<file path="src/rtl/vp_fp16_mask_mul_if.sv">
// ----------------------------------------------------------------------------
// vp_fp16_mask_mul_if
// Handshake and data bundle for the masked FP16 multiplier core.
//
// Signals:
//   in_valid  producer -> core   operand/mask beat valid
//   in_ready  core -> producer   core can accept a beat this cycle
//   a_i, b_i  producer -> core   FP16 operands
//   mask_i    producer -> core   significand mask, MSB aligned with hidden bit
//   out_valid core -> consumer   product valid
//   out_ready consumer -> core   consumer accepts the product
//   p_o       core -> consumer   FP16 product
//
// Modports:
//   master : the environment side (drives operands, accepts products)
//   slave  : the multiplier core
// ----------------------------------------------------------------------------
interface vp_fp16_mask_mul_if #(
   parameter int EXP_W = 5,
   parameter int MAN_W = 10
);
   logic                   in_valid;
   logic                   in_ready;
   logic [EXP_W+MAN_W:0]   a_i;
   logic [EXP_W+MAN_W:0]   b_i;
   logic [MAN_W:0]         mask_i;
   logic                   out_valid;
   logic                   out_ready;
   logic [EXP_W+MAN_W:0]   p_o;

   modport master (
      output in_valid,
      output a_i,
      output b_i,
      output mask_i,
      output out_ready,
      input  in_ready,
      input  out_valid,
      input  p_o
   );

   modport slave (
      input  in_valid,
      input  a_i,
      input  b_i,
      input  mask_i,
      input  out_ready,
      output in_ready,
      output out_valid,
      output p_o
   );
endinterface

</file>
<file path="src/rtl/vp_fp16_mask_mul.sv">
// ----------------------------------------------------------------------------
// vp_fp16_mask_mul
// Pipelined approximate FP16 multiplier. Both operand significands are
// AND-ed with the precision mask (hidden bit always kept), multiplied,
// normalized by truncation and packed back to FP16. Subnormal inputs are
// flushed to zero, overflow saturates to infinity, underflow flushes to zero.
//
// Ports:
//   clk  rising-edge clock
//   rst  synchronous active-high reset; clears every stage valid and p_o
//   bus  vp_fp16_mask_mul_if.slave: in_valid/in_ready/a_i/b_i/mask_i on the
//        input side, out_valid/out_ready/p_o on the output side
//
// Pipeline (one global enable adv = !out_valid | out_ready, in_ready = adv):
//   stage 0 : capture a, b and mask on acceptance
//   stage 1 : unpack, mask significands, exponent sum, special-case class
//   stage 2 : 11x11 significand product (only the bits kept by truncation)
//   stage 3 : normalize, apply special/range priority, pack -> p_o
// A beat accepted at edge N is presented with out_valid=1 after edge N+3.
// ----------------------------------------------------------------------------
module vp_fp16_mask_mul #(
   parameter int EXP_W = 5,
   parameter int MAN_W = 10,
   parameter int BIAS  = 15
) (
   input  logic              clk,
   input  logic              rst,
   vp_fp16_mask_mul_if.slave bus
);

   localparam int W     = 1 + EXP_W + MAN_W;   // packed FP width
   localparam int SIG_W = MAN_W + 1;           // significand incl. hidden bit
   localparam int HI_W  = SIG_W + 1;           // product bits above the truncation point
   localparam int ES_W  = EXP_W + 2;           // signed exponent-sum width

   localparam logic [ES_W-1:0] BIAS_ES = ES_W'(BIAS);
   localparam logic [ES_W-1:0] EMAX_ES = ES_W'((1 << EXP_W) - 1);
   localparam logic [ES_W-1:0] ONE_ES  = ES_W'(1);

   // Operand / result classes. NAN also covers inf x zero.
   localparam logic [1:0] CLS_NORM = 2'd0;
   localparam logic [1:0] CLS_NAN  = 2'd1;
   localparam logic [1:0] CLS_INF  = 2'd2;
   localparam logic [1:0] CLS_ZERO = 2'd3;

   // ------------------------------------------------------------------------
   // Helper functions
   // ------------------------------------------------------------------------

   // Classify one FP operand; a zero exponent (zero or subnormal) is zero.
   function automatic logic [1:0] op_class(input logic [W-1:0] x);
      logic [EXP_W-1:0] e;
      logic [MAN_W-1:0] m;
      logic [1:0]       c;
      e = x[W-2:MAN_W];
      m = x[MAN_W-1:0];
      if (e == {EXP_W{1'b0}}) begin
         c = CLS_ZERO;
      end else if (e == {EXP_W{1'b1}}) begin
         if (m == {MAN_W{1'b0}}) begin
            c = CLS_INF;
         end else begin
            c = CLS_NAN;
         end
      end else begin
         c = CLS_NORM;
      end
      return c;
   endfunction

   // Combine operand classes into the class of the product, highest priority first.
   function automatic logic [1:0] prod_class(input logic [1:0] ca, input logic [1:0] cb);
      logic [1:0] c;
      if ((ca == CLS_NAN) || (cb == CLS_NAN)) begin
         c = CLS_NAN;
      end else if (((ca == CLS_INF) && (cb == CLS_ZERO)) ||
                   ((ca == CLS_ZERO) && (cb == CLS_INF))) begin
         c = CLS_NAN;
      end else if ((ca == CLS_INF) || (cb == CLS_INF)) begin
         c = CLS_INF;
      end else if ((ca == CLS_ZERO) || (cb == CLS_ZERO)) begin
         c = CLS_ZERO;
      end else begin
         c = CLS_NORM;
      end
      return c;
   endfunction

   // Build the final word; finite results saturate/flush on the biased exponent.
   function automatic logic [W-1:0] pack_result(
      input logic            sign,
      input logic [1:0]      cls,
      input logic [ES_W-1:0] e,
      input logic [MAN_W-1:0] man
   );
      logic [W-1:0] r;
      case (cls)
         CLS_NAN:  r = {1'b0, {EXP_W{1'b1}}, 1'b1, {(MAN_W-1){1'b0}}};
         CLS_INF:  r = {sign, {EXP_W{1'b1}}, {MAN_W{1'b0}}};
         CLS_ZERO: r = {sign, {(W-1){1'b0}}};
         default: begin
            if ($signed(e) >= $signed(EMAX_ES)) begin
               r = {sign, {EXP_W{1'b1}}, {MAN_W{1'b0}}};
            end else if ($signed(e) < $signed(ONE_ES)) begin
               r = {sign, {(W-1){1'b0}}};
            end else begin
               r = {sign, e[EXP_W-1:0], man};
            end
         end
      endcase
      return r;
   endfunction

   // ------------------------------------------------------------------------
   // Pipeline state
   // ------------------------------------------------------------------------
   logic                adv_s;

   logic                v0_q, v0_d;
   logic                v1_q, v1_d;
   logic                v2_q, v2_d;
   logic                v3_q, v3_d;

   logic [W-1:0]        a0_q, a0_d;
   logic [W-1:0]        b0_q, b0_d;
   logic [SIG_W-1:0]    m0_q, m0_d;

   logic                sign1_q, sign1_d;
   logic [1:0]          cls1_q, cls1_d;
   logic [ES_W-1:0]     es1_q, es1_d;
   logic [SIG_W-1:0]    sa1_q, sa1_d;
   logic [SIG_W-1:0]    sb1_q, sb1_d;

   logic                sign2_q, sign2_d;
   logic [1:0]          cls2_q, cls2_d;
   logic [ES_W-1:0]     es2_q, es2_d;
   logic [HI_W-1:0]     prod2_q, prod2_d;

   logic [ES_W-1:0]     e3_s;
   logic [MAN_W-1:0]    man3_s;
   logic [W-1:0]        p3_q, p3_d;

   assign bus.in_ready  = adv_s;
   assign bus.out_valid = v3_q;
   assign bus.p_o       = p3_q;

   // Global advance and valid chain; a stall freezes bubbles as well as beats.
   always_comb begin
      adv_s = (!v3_q) | bus.out_ready;
      v0_d  = v0_q;
      v1_d  = v1_q;
      v2_d  = v2_q;
      v3_d  = v3_q;
      if (adv_s) begin
         v0_d = bus.in_valid;
         v1_d = v0_q;
         v2_d = v1_q;
         v3_d = v2_q;
      end else begin
         v0_d = v0_q;
         v1_d = v1_q;
         v2_d = v2_q;
         v3_d = v3_q;
      end
   end

   // Stage 0: capture operands and mask; the hidden-bit position is forced to 1.
   always_comb begin
      a0_d = a0_q;
      b0_d = b0_q;
      m0_d = m0_q;
      if (adv_s && bus.in_valid) begin
         a0_d = bus.a_i;
         b0_d = bus.b_i;
         m0_d = bus.mask_i | {1'b1, {MAN_W{1'b0}}};
      end else begin
         a0_d = a0_q;
         b0_d = b0_q;
         m0_d = m0_q;
      end
   end

   // Stage 1: sign, masked significands, biased exponent sum and class.
   always_comb begin
      sign1_d = sign1_q;
      cls1_d  = cls1_q;
      es1_d   = es1_q;
      sa1_d   = sa1_q;
      sb1_d   = sb1_q;
      if (adv_s) begin
         sign1_d = a0_q[W-1] ^ b0_q[W-1];
         cls1_d  = prod_class(op_class(a0_q), op_class(b0_q));
         // Two's-complement wrap makes es a signed value in ES_W bits.
         es1_d   = {{(ES_W-EXP_W){1'b0}}, a0_q[W-2:MAN_W]}
                 + {{(ES_W-EXP_W){1'b0}}, b0_q[W-2:MAN_W]}
                 - BIAS_ES;
         sa1_d   = {1'b1, a0_q[MAN_W-1:0]} & m0_q;
         sb1_d   = {1'b1, b0_q[MAN_W-1:0]} & m0_q;
      end else begin
         sign1_d = sign1_q;
         cls1_d  = cls1_q;
         es1_d   = es1_q;
         sa1_d   = sa1_q;
         sb1_d   = sb1_q;
      end
   end

   // Stage 2: significand product; bits below the truncation point are never used.
   always_comb begin
      sign2_d = sign2_q;
      cls2_d  = cls2_q;
      es2_d   = es2_q;
      prod2_d = prod2_q;
      if (adv_s) begin
         sign2_d = sign1_q;
         cls2_d  = cls1_q;
         es2_d   = es1_q;
         prod2_d = HI_W'(({{SIG_W{1'b0}}, sa1_q} * {{SIG_W{1'b0}}, sb1_q}) >> MAN_W);
      end else begin
         sign2_d = sign2_q;
         cls2_d  = cls2_q;
         es2_d   = es2_q;
         prod2_d = prod2_q;
      end
   end

   // Stage 3 normalize: product in [1,4); a set top bit means shift by one more.
   always_comb begin
      e3_s   = es2_q;
      man3_s = prod2_q[MAN_W-1:0];
      if (prod2_q[HI_W-1]) begin
         e3_s   = es2_q + ONE_ES;
         man3_s = prod2_q[HI_W-2:1];
      end else begin
         e3_s   = es2_q;
         man3_s = prod2_q[MAN_W-1:0];
      end
   end

   // Stage 3 pack: p_o only changes when a real beat moves into the output slot.
   always_comb begin
      p3_d = p3_q;
      if (adv_s && v2_q) begin
         p3_d = pack_result(sign2_q, cls2_q, e3_s, man3_s);
      end else begin
         p3_d = p3_q;
      end
   end

   // State registers with synchronous reset; in-flight beats are discarded.
   always_ff @(posedge clk) begin
      if (rst) begin
         v0_q    <= 1'b0;
         v1_q    <= 1'b0;
         v2_q    <= 1'b0;
         v3_q    <= 1'b0;
         a0_q    <= {W{1'b0}};
         b0_q    <= {W{1'b0}};
         m0_q    <= {SIG_W{1'b0}};
         sign1_q <= 1'b0;
         cls1_q  <= CLS_NORM;
         es1_q   <= {ES_W{1'b0}};
         sa1_q   <= {SIG_W{1'b0}};
         sb1_q   <= {SIG_W{1'b0}};
         sign2_q <= 1'b0;
         cls2_q  <= CLS_NORM;
         es2_q   <= {ES_W{1'b0}};
         prod2_q <= {HI_W{1'b0}};
         p3_q    <= {W{1'b0}};
      end else begin
         v0_q    <= v0_d;
         v1_q    <= v1_d;
         v2_q    <= v2_d;
         v3_q    <= v3_d;
         a0_q    <= a0_d;
         b0_q    <= b0_d;
         m0_q    <= m0_d;
         sign1_q <= sign1_d;
         cls1_q  <= cls1_d;
         es1_q   <= es1_d;
         sa1_q   <= sa1_d;
         sb1_q   <= sb1_d;
         sign2_q <= sign2_d;
         cls2_q  <= cls2_d;
         es2_q   <= es2_d;
         prod2_q <= prod2_d;
         p3_q    <= p3_d;
      end
   end

endmodule

</file>
<file path="src/flat_wrapper.sv">
// flat-port wrapper written by rule: the top's interface ports become plain ports
module vp_fp16_mask_mul_flat 
#(
   parameter int EXP_W = 5,
   parameter int MAN_W = 10,
   parameter int BIAS  = 15
)
  (clk, rst, bus_in_valid, bus_a_i, bus_b_i, bus_mask_i, bus_out_ready, bus_in_ready, bus_out_valid, bus_p_o);
  vp_fp16_mask_mul_if #(.EXP_W(EXP_W), .MAN_W(MAN_W)) bus_i ();
  input  logic clk;
  input  logic rst;
  input wire logic [$bits(bus_i.in_valid)-1:0] bus_in_valid;
  input wire logic [$bits(bus_i.a_i)-1:0] bus_a_i;
  input wire logic [$bits(bus_i.b_i)-1:0] bus_b_i;
  input wire logic [$bits(bus_i.mask_i)-1:0] bus_mask_i;
  input wire logic [$bits(bus_i.out_ready)-1:0] bus_out_ready;
  output wire logic [$bits(bus_i.in_ready)-1:0] bus_in_ready;
  output wire logic [$bits(bus_i.out_valid)-1:0] bus_out_valid;
  output wire logic [$bits(bus_i.p_o)-1:0] bus_p_o;
  assign bus_i.in_valid = bus_in_valid;
  assign bus_i.a_i = bus_a_i;
  assign bus_i.b_i = bus_b_i;
  assign bus_i.mask_i = bus_mask_i;
  assign bus_i.out_ready = bus_out_ready;
  assign bus_in_ready = bus_i.in_ready;
  assign bus_out_valid = bus_i.out_valid;
  assign bus_p_o = bus_i.p_o;
  vp_fp16_mask_mul #(.EXP_W(EXP_W), .MAN_W(MAN_W), .BIAS(BIAS)) u_core (.clk(clk), .rst(rst), .bus(bus_i));
endmodule
</file>
<file path="config.mk">
export PLATFORM = sky130hd
export DESIGN_NAME = vp_fp16_mask_mul_flat
export DESIGN_NICKNAME = d
export VERILOG_FILES = /design/src/rtl/vp_fp16_mask_mul_if.sv /design/src/rtl/vp_fp16_mask_mul.sv /design/src/flat_wrapper.sv
export SDC_FILE = /design/constraint.sdc
export NUM_CORES = 1
export LEC_CHECK = 0
export BUFFER_PORTS_ARGS = -buffer_cell sky130_fd_sc_hd__buf_2
export CAP_MARGIN = 20
export CORE_ASPECT_RATIO = 1.2
export CORE_MARGIN = 4
export CORE_UTILIZATION = 56
export CTS_BUF_LIST = sky130_fd_sc_hd__clkbuf_8 sky130_fd_sc_hd__clkbuf_16
export DETAILED_ROUTE_END_ITERATION = 16
export GPL_ROUTABILITY_DRIVEN = 0
export HOLD_SLACK_MARGIN = 0.06
export PLACE_DENSITY = 0.81
export SETUP_SLACK_MARGIN = 0.4
export SLEW_MARGIN = 20
export SYNTH_ARGS = -nofsm -noshare
export SYNTH_HDL_FRONTEND = slang
export SYNTH_SLANG_ARGS = --single-unit
</file>
<file path="constraint.sdc">
create_clock -name clk -period 4.55 [get_ports clk]
set_input_delay 1.365 -clock clk [delete_from_list [all_inputs] [get_ports clk]]
set_output_delay 1.365 -clock clk [all_outputs]
set_load 0.03 [all_outputs]
</file>
==> results_dict.tcl, run 1 <==
set metrics [dict create \
    cts_buffer_depth 2 \
    path_delay_family "adder cells" \
    rows 49 \
    start_kind "flop" \
    dr_total_vias 7408 \
    r2r_end "u_core.prod2_q[3]" \
    powerDensity_nw_per_um2 252 \
    viasPerCell 5.44 \
    crit_start "u_core.sb1_q[3]" \
    synth_edf_count 0 \
    slew_headroom 0.336 \
    nets 1343 \
    port_buffers 63 \
    slew_viol_final 0 \
    cap_violations 0 \
    cp-end-kind "flop" \
    avgRoutedWirePerCell_um 14.7 \
    yosysSeqAreaShare 0.268 \
    cp.depth 20 \
    die_h_um 144 \
    slowest_delay_ns 0.51 \
    drive_above_1_share 0.237 \
    grt_max_degree 68 \
    violations "negative setup slack" \
    crit_end "u_core.prod2_q[3]" \
    htree_num_levels 4 \
    rrSetupSlack_ns -0.22 \
    ys_types 55 \
    dpl_cell_area_um2 9620 \
    grt_pass1_vias 7582 \
    cp_common_cell "fa_1" \
    clkLatencyLatePin_ns 0.41 \
    yosys_warnings 0 \
    p_leak_nw 5.00 \
    avgSynthCellArea_um2 8.27 \
    antenna_found_initial 0 \
    fin_ws_ns -0.220 \
    synth_fp_nets 1243 \
    critPathBufInv 7 \
    async_flop_share 0 \
    finalClockSkew_ns 0.00937 \
    hold_ws_ns 0.443 \
    core-area_um2 15100 \
    drc_errors 0 \
    ios 65 \
    cts_root_buf "clkbuf_16" \
    synth-main-ff-cell "dfxtp_1" \
    clock.fmax_mhz 210 \
    area_growth_pct 23.6 \
    totalWireLength_um 20100 \
    reg2reg_from "u_core.sb1_q[3]" \
    r2r_cells 20 \
    final_cell_mix "nand2_1 (223), a21oi_1 (99), dfxtp_1 (97)" \
    die_w_um 122 \
    ant_nets 0 \
    final_common_cell "nand2_1" \
    critPathMaxFanout 6 \
    cts_tree "yes" \
    hpwlAfterDp_um 14500 \
    crit_type "reg2reg" \
    netlist_top_cells_area "dfxtp_1 (27%), fa_1 (18%), nand2_1 (10%)" \
    vdd_ir_drop_max_mv 0.429 \
    synth.ff_latch_count 116 \
    cts_made_buffers 17 \
    critical_path.cell_chain "buf_12, buf_8, nand2_2, fa_1, inv_1, fa_1, fa_1, fa_1, inv_1, fa_1, inv_2, ha_4, a21oi_4, o21ai_4, a41oi_2, a21oi_2, buf_6, buf_4, xnor2_1, a211oi_1" \
    synthCells 1048 \
    antenna_cells 0 \
    hp-class "reg2reg" \
    critical-path-slowest-cell "fa_1" \
    fin_crit_sh 1.05 \
    synth_top_area_cell "dfxtp_1" \
    firstDrtPassIters 5 \
    start_util 0.575 \
    cts_hold_buf 0 \
    period_needed_ns 4.77 \
    worstPathArrival_ns 5.09 \
    cp_data_required_time_ns 4.87 \
    grt_pass1_wl_um 34200 \
    min_from "u_core.bus.p_o[5]" \
    rsz0062_at_grt "true" \
    synth_top_area_share 0.268 \
    die_area_um2 17500 \
    finalPower_mw 2.70 \
    fin_cells 1363 \
    overflow 0 \
    hold_viol_final 0 \
    dp.cells 1316 \
    clk_pin_slew_ns 0.05 \
    cts.sinks 116 \
    status "complete, but fails checks" \
    gr-usage-all-layers 0.240 \
    drt_iter0_drc 409 \
    stdcell_area_um2 10700 \
    setup-violations-final 12 \
    syn_area_um2 8670 \
    tightest_slew_ns 0.995 \
]
## stage by stage
step,setup slack [ns],setup TNS [ns],utilization
CTS,-0.185,-1.36,0.701
floorplan,0.0116,0,-
global placement,-0.298,-2.16,0.638
finish,-0.220,-1.57,0.710
global route,-0.386,-3.60,0.710
detailed placement,-0.400,-3.38,0.638
## area by class of cell
| cell class | instances | area, um2 |
|---|---|---|
| Timing Repair Buffer | 144 | 996 |
| Multi-Input combinational cell | 766 | 6080 |
| Fill cell | 1068 | 4370 |
| Clock inverter | 10 | 156 |
| Tap cell | 204 | 255 |
| Sequential cell | 116 | 2380 |
| Inverter | 103 | 387 |
| Clock buffer | 20 | 467 |
## layer usage
| metal | global-route usage | vias to the layer above | part of all wire |
|---|---|---|---|
| met3 | 0.0423 | 43 | 0.041 |
| met5 | 0 | - | 0 |
| met1 | 0.286 | 3574 | 0.42 |
| li1 | - | 3599 | - |
| met4 | 0.0879 | 0 | 0.022 |
| met2 | 0.432 | 192 | 0.52 |
## worst min path at each step
| stage | to | depth (start not counted) |
|---|---|---|
| 2_1_floorplan | u_core.prod2_q[10] | 2 |
| 3_3_place_gp | u_core.bus.p_o[12] | 2 |
| 3_5_place_dp | u_core.bus.p_o[6] | 2 |
| 4_1_cts | u_core.bus.p_o[6] | 2 |
| 5_1_grt | u_core.v2_q | 2 |
| 6_report | u_core.bus.p_o[5] | 2 |
## logic make-up after synthesis
group / share of synthesized area
simple gates: 0.219
compound gates: 0.115
buf+inv: 0.0736
fa+ha+maj: 0.283
flops: 0.268
xor+xnor: 0.0274
mux: 0.0140
## what timing repair did
action / 4_1_cts / 5_1_grt
hold endpoints to repair: 0 / 0
buffers inserted: 15 / 2
pin swaps: 54 / 43
endpoints found under the setup margin: 12 / 12
gates resized for setup: 64 / 34
## power breakdown
| group | internal [mW] | switching (mW) |
|---|---|---|
| Clock | 0.948 | 0.441 |
| Sequential | 1.06 | 0.0434 |
| Combinational | 0.0878 | 0.123 |
| Total | 2.09 | 0.607 |
## sequential cells by signal, indices dropped and copies added, names as in the netlist, 10 cells and up
signal          count
u_core.b0_q        16
u_core.a0_q        16
u_core.prod2_q     12
u_core.sb1_q       11
u_core.m0_q        11
u_core.bus.p_o     16
u_core.sa1_q       10
## synthesized netlist by cell type, types with 2 or more instances
cell      instances
a31oi_1           2
nand2_1         235
mux2i_1          11
nand4_1           7
ha_1             68
xnor2_1          11
a41oi_1           3
nand3_1          28
xor2_1           13
inv_1           103
nand2b_1          3
and4_1            3
o21ai_0          14
o21ai_1          10
a21o_1            8
buf_1             5
nor4_1            6
buf_2             3
nor2_1           28
and2_1           68
a21oi_1         109
nor3_1            8
o22ai_1           2
clkbuf_1         53
dfxtp_1         116
fa_1             80
a211o_1           4
nor2b_1           4
a211oi_1          9
nand3b_1          2
and3_1            8
## worst reg2reg max path: cells and delay by family (launching register included)
kind	cells	cell delay [ns]
AOI/OAI and AO/OA	5	0.71
xor gates and xnor gates	1	0.12
adders and majority gates	6	2.78
buffers and inverters	7	0.65
DFF	1	0.36
and+or+nand+nor	1	0.06
No activity file was read; power rests on OpenSTA's default activity.
==> inputs of run 2 (changes only) <==
- CORE_ASPECT_RATIO: 1.2 -> 1.75
==> run 2 against run 1 <==
The run still ends with negative setup slack left. Flip-flop and latch count did not move. Die area grew 0.40%. Register-to-register slack about the same. Critical path depth unchanged. Clock power increased by 8%.
==> results_dict.tcl, run 2 (synthesized netlist as in run 1, its figures left out) <==
set metrics [dict create \
    cts_root_buf "clkbuf_16" \
    overflow 0 \
    die_h_um 173 \
    stdcell_area_um2 10700 \
    r2r_end "u_core.prod2_q[10]" \
    cap_violations 0 \
    cp-end-kind "flop" \
    critPathMaxFanout 6 \
    core-area_um2 15100 \
    slew_viol_final 0 \
    grt_pass1_vias 8204 \
    crit_type "reg2reg" \
    p_leak_nw 5.03 \
    tightest_slew_ns 1.08 \
    drive_above_1_share 0.226 \
    reg2reg_from "u_core.sa1_q[6]" \
    violations "negative setup slack" \
    cts_made_buffers 17 \
    dpl_cell_area_um2 9610 \
    firstDrtPassIters 7 \
    drt_iter0_drc 414 \
    min_from "u_core.bus.p_o[1]" \
    final_cell_mix "nand2_1 (225), a21oi_1 (102), dfxtp_1 (100)" \
    vdd_ir_drop_max_mv 0.406 \
    port_buffers 63 \
    cp_data_required_time_ns 4.85 \
    rrSetupSlack_ns -0.23 \
    ant_nets 0 \
    start_kind "flop" \
    die_w_um 102 \
    antenna_found_initial 0 \
    status "complete, but fails checks" \
    r2r_cells 20 \
    period_needed_ns 4.78 \
    ios 65 \
    viasPerCell 5.66 \
    cts.sinks 116 \
    setup-violations-final 12 \
    slew_headroom 0.280 \
    cts_hold_buf 0 \
    cts_tree "yes" \
    drc_errors 0 \
    start_util 0.576 \
    final_core_util 0.712 \
    clock.fmax_mhz 209 \
    finalClockSkew_ns 0.0104 \
    fin_ws_ns -0.227 \
    die_area_um2 17600 \
    totalWireLength_um 22200 \
    whs_path_depth 2 \
    clkLatencyLatePin_ns 0.41 \
    hold_viol_final 0 \
    htree_num_levels 4 \
    grt_pass1_wl_um 37200 \
    worstPathArrival_ns 5.07 \
    gr-usage-all-layers 0.262 \
    whs_endpoint "u_core.bus.p_o[1]" \
    area_growth_pct 23.7 \
    nets 1348 \
    fin_crit_sh 1.05 \
    final_common_cell "nand2_1" \
    grt_max_degree 65 \
    powerDensity_nw_per_um2 262 \
    hp-class "reg2reg" \
    antenna_cells 0 \
    dr_total_vias 7633 \
    avgRoutedWirePerCell_um 16.4 \
    rows 59 \
    rsz0062_at_grt "true" \
    cts_buffer_depth 2 \
    hpwlAfterDp_um 15400 \
    clk_pin_slew_ns 0.06 \
]
[run 2: changes by cell type in the layout (fill, tap and decap cells not counted), moves of 3 or more]
cell	delta
nand2_2	-3
and2_4	-4
a21oi_4	-3
buf_4	+5
inv_2	-7
a21oi_1	+3
dfxtp_1	+3
inv_1	+6
clkbuf_8	-3
and2_1	+4
[run 2: where the power goes]
group	internal (mW)	total, mW	switching (mW)
Combinational	0.0881	0.214	0.126
Sequential	1.06	1.10	0.0434
Clock	1.02	1.50	0.478
[run 2: what timing repair did]
action                                  CTS  global route
cloned                                    0             0
endpoints found under the setup margin   12            12
pin swaps                                32            45
resized for setup                        47            29
setup buffers                            12             6
[run 2: worst max path at each step]
stage / from / end / slack, ns / cells after the start
after CTS: u_core.sb1_q[4] / u_core.prod2_q[10] / -0.25 / 18
final: u_core.sa1_q[6] / u_core.prod2_q[10] / -0.23 / 20
after global placement: u_core.sb1_q[4] / u_core.prod2_q[10] / -0.36 / 18
after floorplan: u_core.sa1_q[7] / u_core.prod2_q[10] / 0.01 / 18
after detailed placement: u_core.sb1_q[4] / u_core.prod2_q[10] / -0.41 / 18
after global routing: u_core.sb1_q[4] / u_core.prod2_q[9] / -0.44 / 19
[run 2: worst max-delay path: stages (launching register included)]
cell	delay [ns]
dfxtp_4	0.37
buf_4	0.15
and2_1	0.15
fa_1	0.50
inv_1	0.05
fa_1	0.47
inv_1	0.07
fa_1	0.54
inv_1	0.06
fa_1	0.54
inv_1	0.07
ha_4	0.24
ha_4	0.25
buf_4	0.14
a21oi_1	0.19
o21ai_2	0.10
nor2_1	0.16
a21oi_2	0.09
a221oi_2	0.28
xor2_1	0.17
o21ai_1	0.07
[run 2: layer usage]
metal | up-vias | global-route usage | part of all wire
met1 | 3673 | 0.267 | 0.35
li1 | 3609 | - | -
met2 | 253 | 0.500 | 0.57
met4 | 0 | 0.122 | 0.046
met5 | - | 0 | 0
met3 | 98 | 0.0403 | 0.037
[run 2: layout make-up]
class	instances	area (um2)
clock buffer	17	425
tap	183	229
timing repair buffer	149	1020
multi-input combinational	766	6060
fill	1081	4340
sequential	116	2370
clock inverter	14	234
inverter	103	387
[run 2: stage by stage]
step / TNS, ns / worst slack [ns] / instances / power [mW] / hold slack, ns
after global routing: -4.41 / -0.444 / 1348 / 2.90 / 0.474
final: -1.88 / -0.227 / 1348 / 2.81 / 0.449
after CTS: -1.86 / -0.253 / 1342 / 2.83 / 0.450
after floorplan: 0 / 0.0116 / 1048 / 1.26 / 0.423
after detailed placement: -3.36 / -0.410 / 1299 / 1.33 / 0.442
after global placement: -2.53 / -0.357 / 1299 / 1.32 / 0.435
==> inputs of run 3 (changes only) <==
- ABC_AREA: not set -> 1
==> run 3 against run 2 <==
Maximum frequency rose by 2.7%. The flow still finishes with violations (negative setup slack). First-iteration DRC count rose by 64%. Flip-flop and latch count did not move. Highest routed layer unchanged.
==> results_dict.tcl, run 3 <==
set metrics [dict create \
    overflow 0 \
    synth-main-ff-cell "dfxtp_1" \
    hp-class "reg2reg" \
    r2r_end "u_core.prod2_q[6]" \
    firstDrtPassIters 8 \
    antenna_cells 0 \
    drt_iter0_drc 678 \
    seq_area_um2 2380 \
    critPathMaxFanout 4 \
    hold_viol_final 0 \
    p_sw_frac 0.291 \
    totalWireLength_um 25900 \
    core-area_um2 16000 \
    synth.ff_latch_count 116 \
    synth_top_area_share 0.252 \
    internal_power_mw 2.05 \
    die_area_um2 18700 \
    yosysMostFrequentCell "inv_1" \
    port_buffers 63 \
    cts_tree "yes" \
    clkLatencyLatePin_ns 0.42 \
    setup-violations-final 4 \
    ios 65 \
    synth_top_area_cell "dfxtp_1" \
    cap_violations 0 \
    slew_viol_final 0 \
    yosys_warnings 0 \
    dp_slack_ns -0.0745 \
    avgRoutedWirePerCell_um 16.7 \
    violations "negative setup slack" \
    cp-end-kind "flop" \
    p_sw_mw 0.842 \
    start_kind "flop" \
    antenna_found_initial 0 \
    viasPerCell 5.74 \
    async_flop_share 0 \
    fin_crit_sh 1.02 \
    rrSetupSlack_ns -0.1 \
    start_util 0.576 \
    yosysSeqAreaShare 0.252 \
    synthCells 1246 \
    final_core_util 0.711 \
    grt_pass1_wl_um 41500 \
    final_cell_mix "inv_1 (216), nand2_1 (192), nor2_1 (134)" \
    ant_nets 0 \
    synth_fp_nets 1441 \
    drc_errors 0 \
    cts_root_buf "clkbuf_16" \
    p_clk_frac 0.472 \
    slew_headroom 0.514 \
    p_leak_nw 6.05 \
    area_growth_pct 23.5 \
    drive_above_1_share 0.252 \
    fillers 1161 \
    worstPathArrival_ns 4.95 \
    crit_type "reg2reg" \
    p_seq_frac 0.395 \
    cts_made_buffers 17 \
    min_from "u_core.bus.p_o[3]" \
    nets 1542 \
    fin_ws_ns -0.0997 \
    hpwlAfterDp_um 16500 \
    cts.sinks 116 \
    multi_input_area_um2 6260 \
    die_w_um 105 \
    rsz0062_at_grt "true" \
    syn_area_um2 9230 \
    reg2reg_from "u_core.sb1_q[4]" \
    cp_data_required_time_ns 4.85 \
    clk_pin_slew_ns 0.06 \
    status "complete, but fails checks" \
    netlist_top_cells_area "dfxtp_1 (25%), fa_1 (17%), inv_1 (9.6%)" \
    rows 61 \
    avgSynthCellArea_um2 7.41 \
    cts_hold_buf 0 \
    die_h_um 178 \
    vdd_ir_drop_max_mv 0.315 \
    whs_endpoint "u_core.bus.p_o[3]" \
    gr-usage-all-layers 0.277 \
    ys_types 43 \
    synth_edf_count 0 \
    final_common_cell "inv_1" \
    tightest_slew_ns 0.728 \
    dr_total_vias 8884 \
    clock.fmax_mhz 215 \
    cts_buffer_depth 2 \
    finalClockSkew_ns 0.0106 \
    period_needed_ns 4.65 \
    grt_pass1_vias 8968 \
    grt_max_degree 61 \
    r2r_cells 18 \
    whs_path_depth 2 \
    htree_num_levels 4 \
    powerDensity_nw_per_um2 254 \
    comb_power_share 0.132 \
    synth_common_cells "inv_1 (235), nand2_1 (223), nor2_1 (141)" \
]
## run 3: cell count changes in the layout (fill, tap and decap cells not counted), sizes merged, moves of 11 or more
cell,change
inv,+149
nor2,+116
o21ai,+85
and2,-67
a21oi,-27
nand3,+17
o21bai,+13
mux2i,-11
nand2,-11
## run 3: metal layers
metal  track usage  wire length [um]  vias up
li1              -                 -     4069
met1         0.273              8490     4216
met2         0.531             13900      424
met3        0.0349              1400      175
met4         0.188              2110        0
met5             0                 0        -
## run 3: layout make-up
| class | count | share of cell area |
|---|---|---|
| multi-input cells | 826 | 0.549 |
| well taps | 189 | 0.0207 |
| inverters | 245 | 0.0807 |
| clock buffers | 17 | 0.0373 |
| flip-flops and latches | 116 | 0.209 |
| repair buffers | 141 | 0.0885 |
| clock inverters | 15 | 0.0149 |
## run 3: critical path, cell delays in order, from the launching register on
cell and delay [ns]:
dfxtp_4 0.38, buf_12 0.12, nand2_4 0.04, fa_1 0.53, inv_1 0.05, fa_1 0.52
fa_1 0.46, fa_1 0.50, inv_1 0.05, fa_1 0.51, inv_2 0.05, ha_4 0.25
a21o_1 0.19, o21bai_4 0.20, a21oi_2 0.16, nand2_1 0.10, xor2_1 0.17, o21bai_1 0.17
inv_1 0.08
## run 3: repair_timing
item                       4_1_cts  5_1_grt
setup endpoints to repair       12       12
gates cloned                     0        0
setup buffers                   30       12
resized for setup               77       46
pin swaps                       45       41
## run 3: through the flow
step / setup TNS [ns] / hold WS [ns] / instances / instance area (um2) / power [mW]
after floorplan: 0 / 0.422 / 1246 / 9600 / 1.42
after global placement: 0 / 0.435 / 1475 / 10000 / 1.50
after detailed placement: -0.255 / 0.463 / 1475 / 10000 / 1.51
after CTS: 0 / 0.473 / 1537 / 11200 / 2.88
after global routing: -1.29 / 0.494 / 1549 / 11400 / 3.00
final: -0.251 / 0.473 / 1549 / 11400 / 2.90
## run 3: worst max-delay path by stage
stage | slack (ns) | end | from
floorplan | 0.32 | u_core.prod2_q[7] | u_core.sa1_q[8]
global placement | 0.03 | u_core.prod2_q[7] | u_core.sb1_q[7]
detailed placement | -0.07 | u_core.prod2_q[8] | u_core.sa1_q[1]
CTS | 0.05 | u_core.prod2_q[6] | u_core.sb1_q[4]
global route | -0.23 | u_core.prod2_q[11] | u_core.sb1_q[2]
finish | -0.1 | u_core.prod2_q[6] | u_core.sb1_q[4]
## run 3: power by group through the flow
stage               logic (mW)  clock network [mW]  registers (mW)
global route             0.431                1.42            1.15
global placement         0.333                   0            1.17
finish                   0.383                1.37            1.15
floorplan                0.275                   0            1.15
detailed placement       0.342                   0            1.17
CTS                      0.370                1.37            1.14
## run 3: cells by family (layout without fill, tap and decap cells)
kind of cell,count (synthesis),count (layout),share of synthesized area
simple gates,439,439,0.203
buf+inv,304,418,0.129
compound gates,223,223,0.135
fa+ha+maj,148,148,0.266
flops,116,116,0.252
xor+xnor,16,16,0.0168
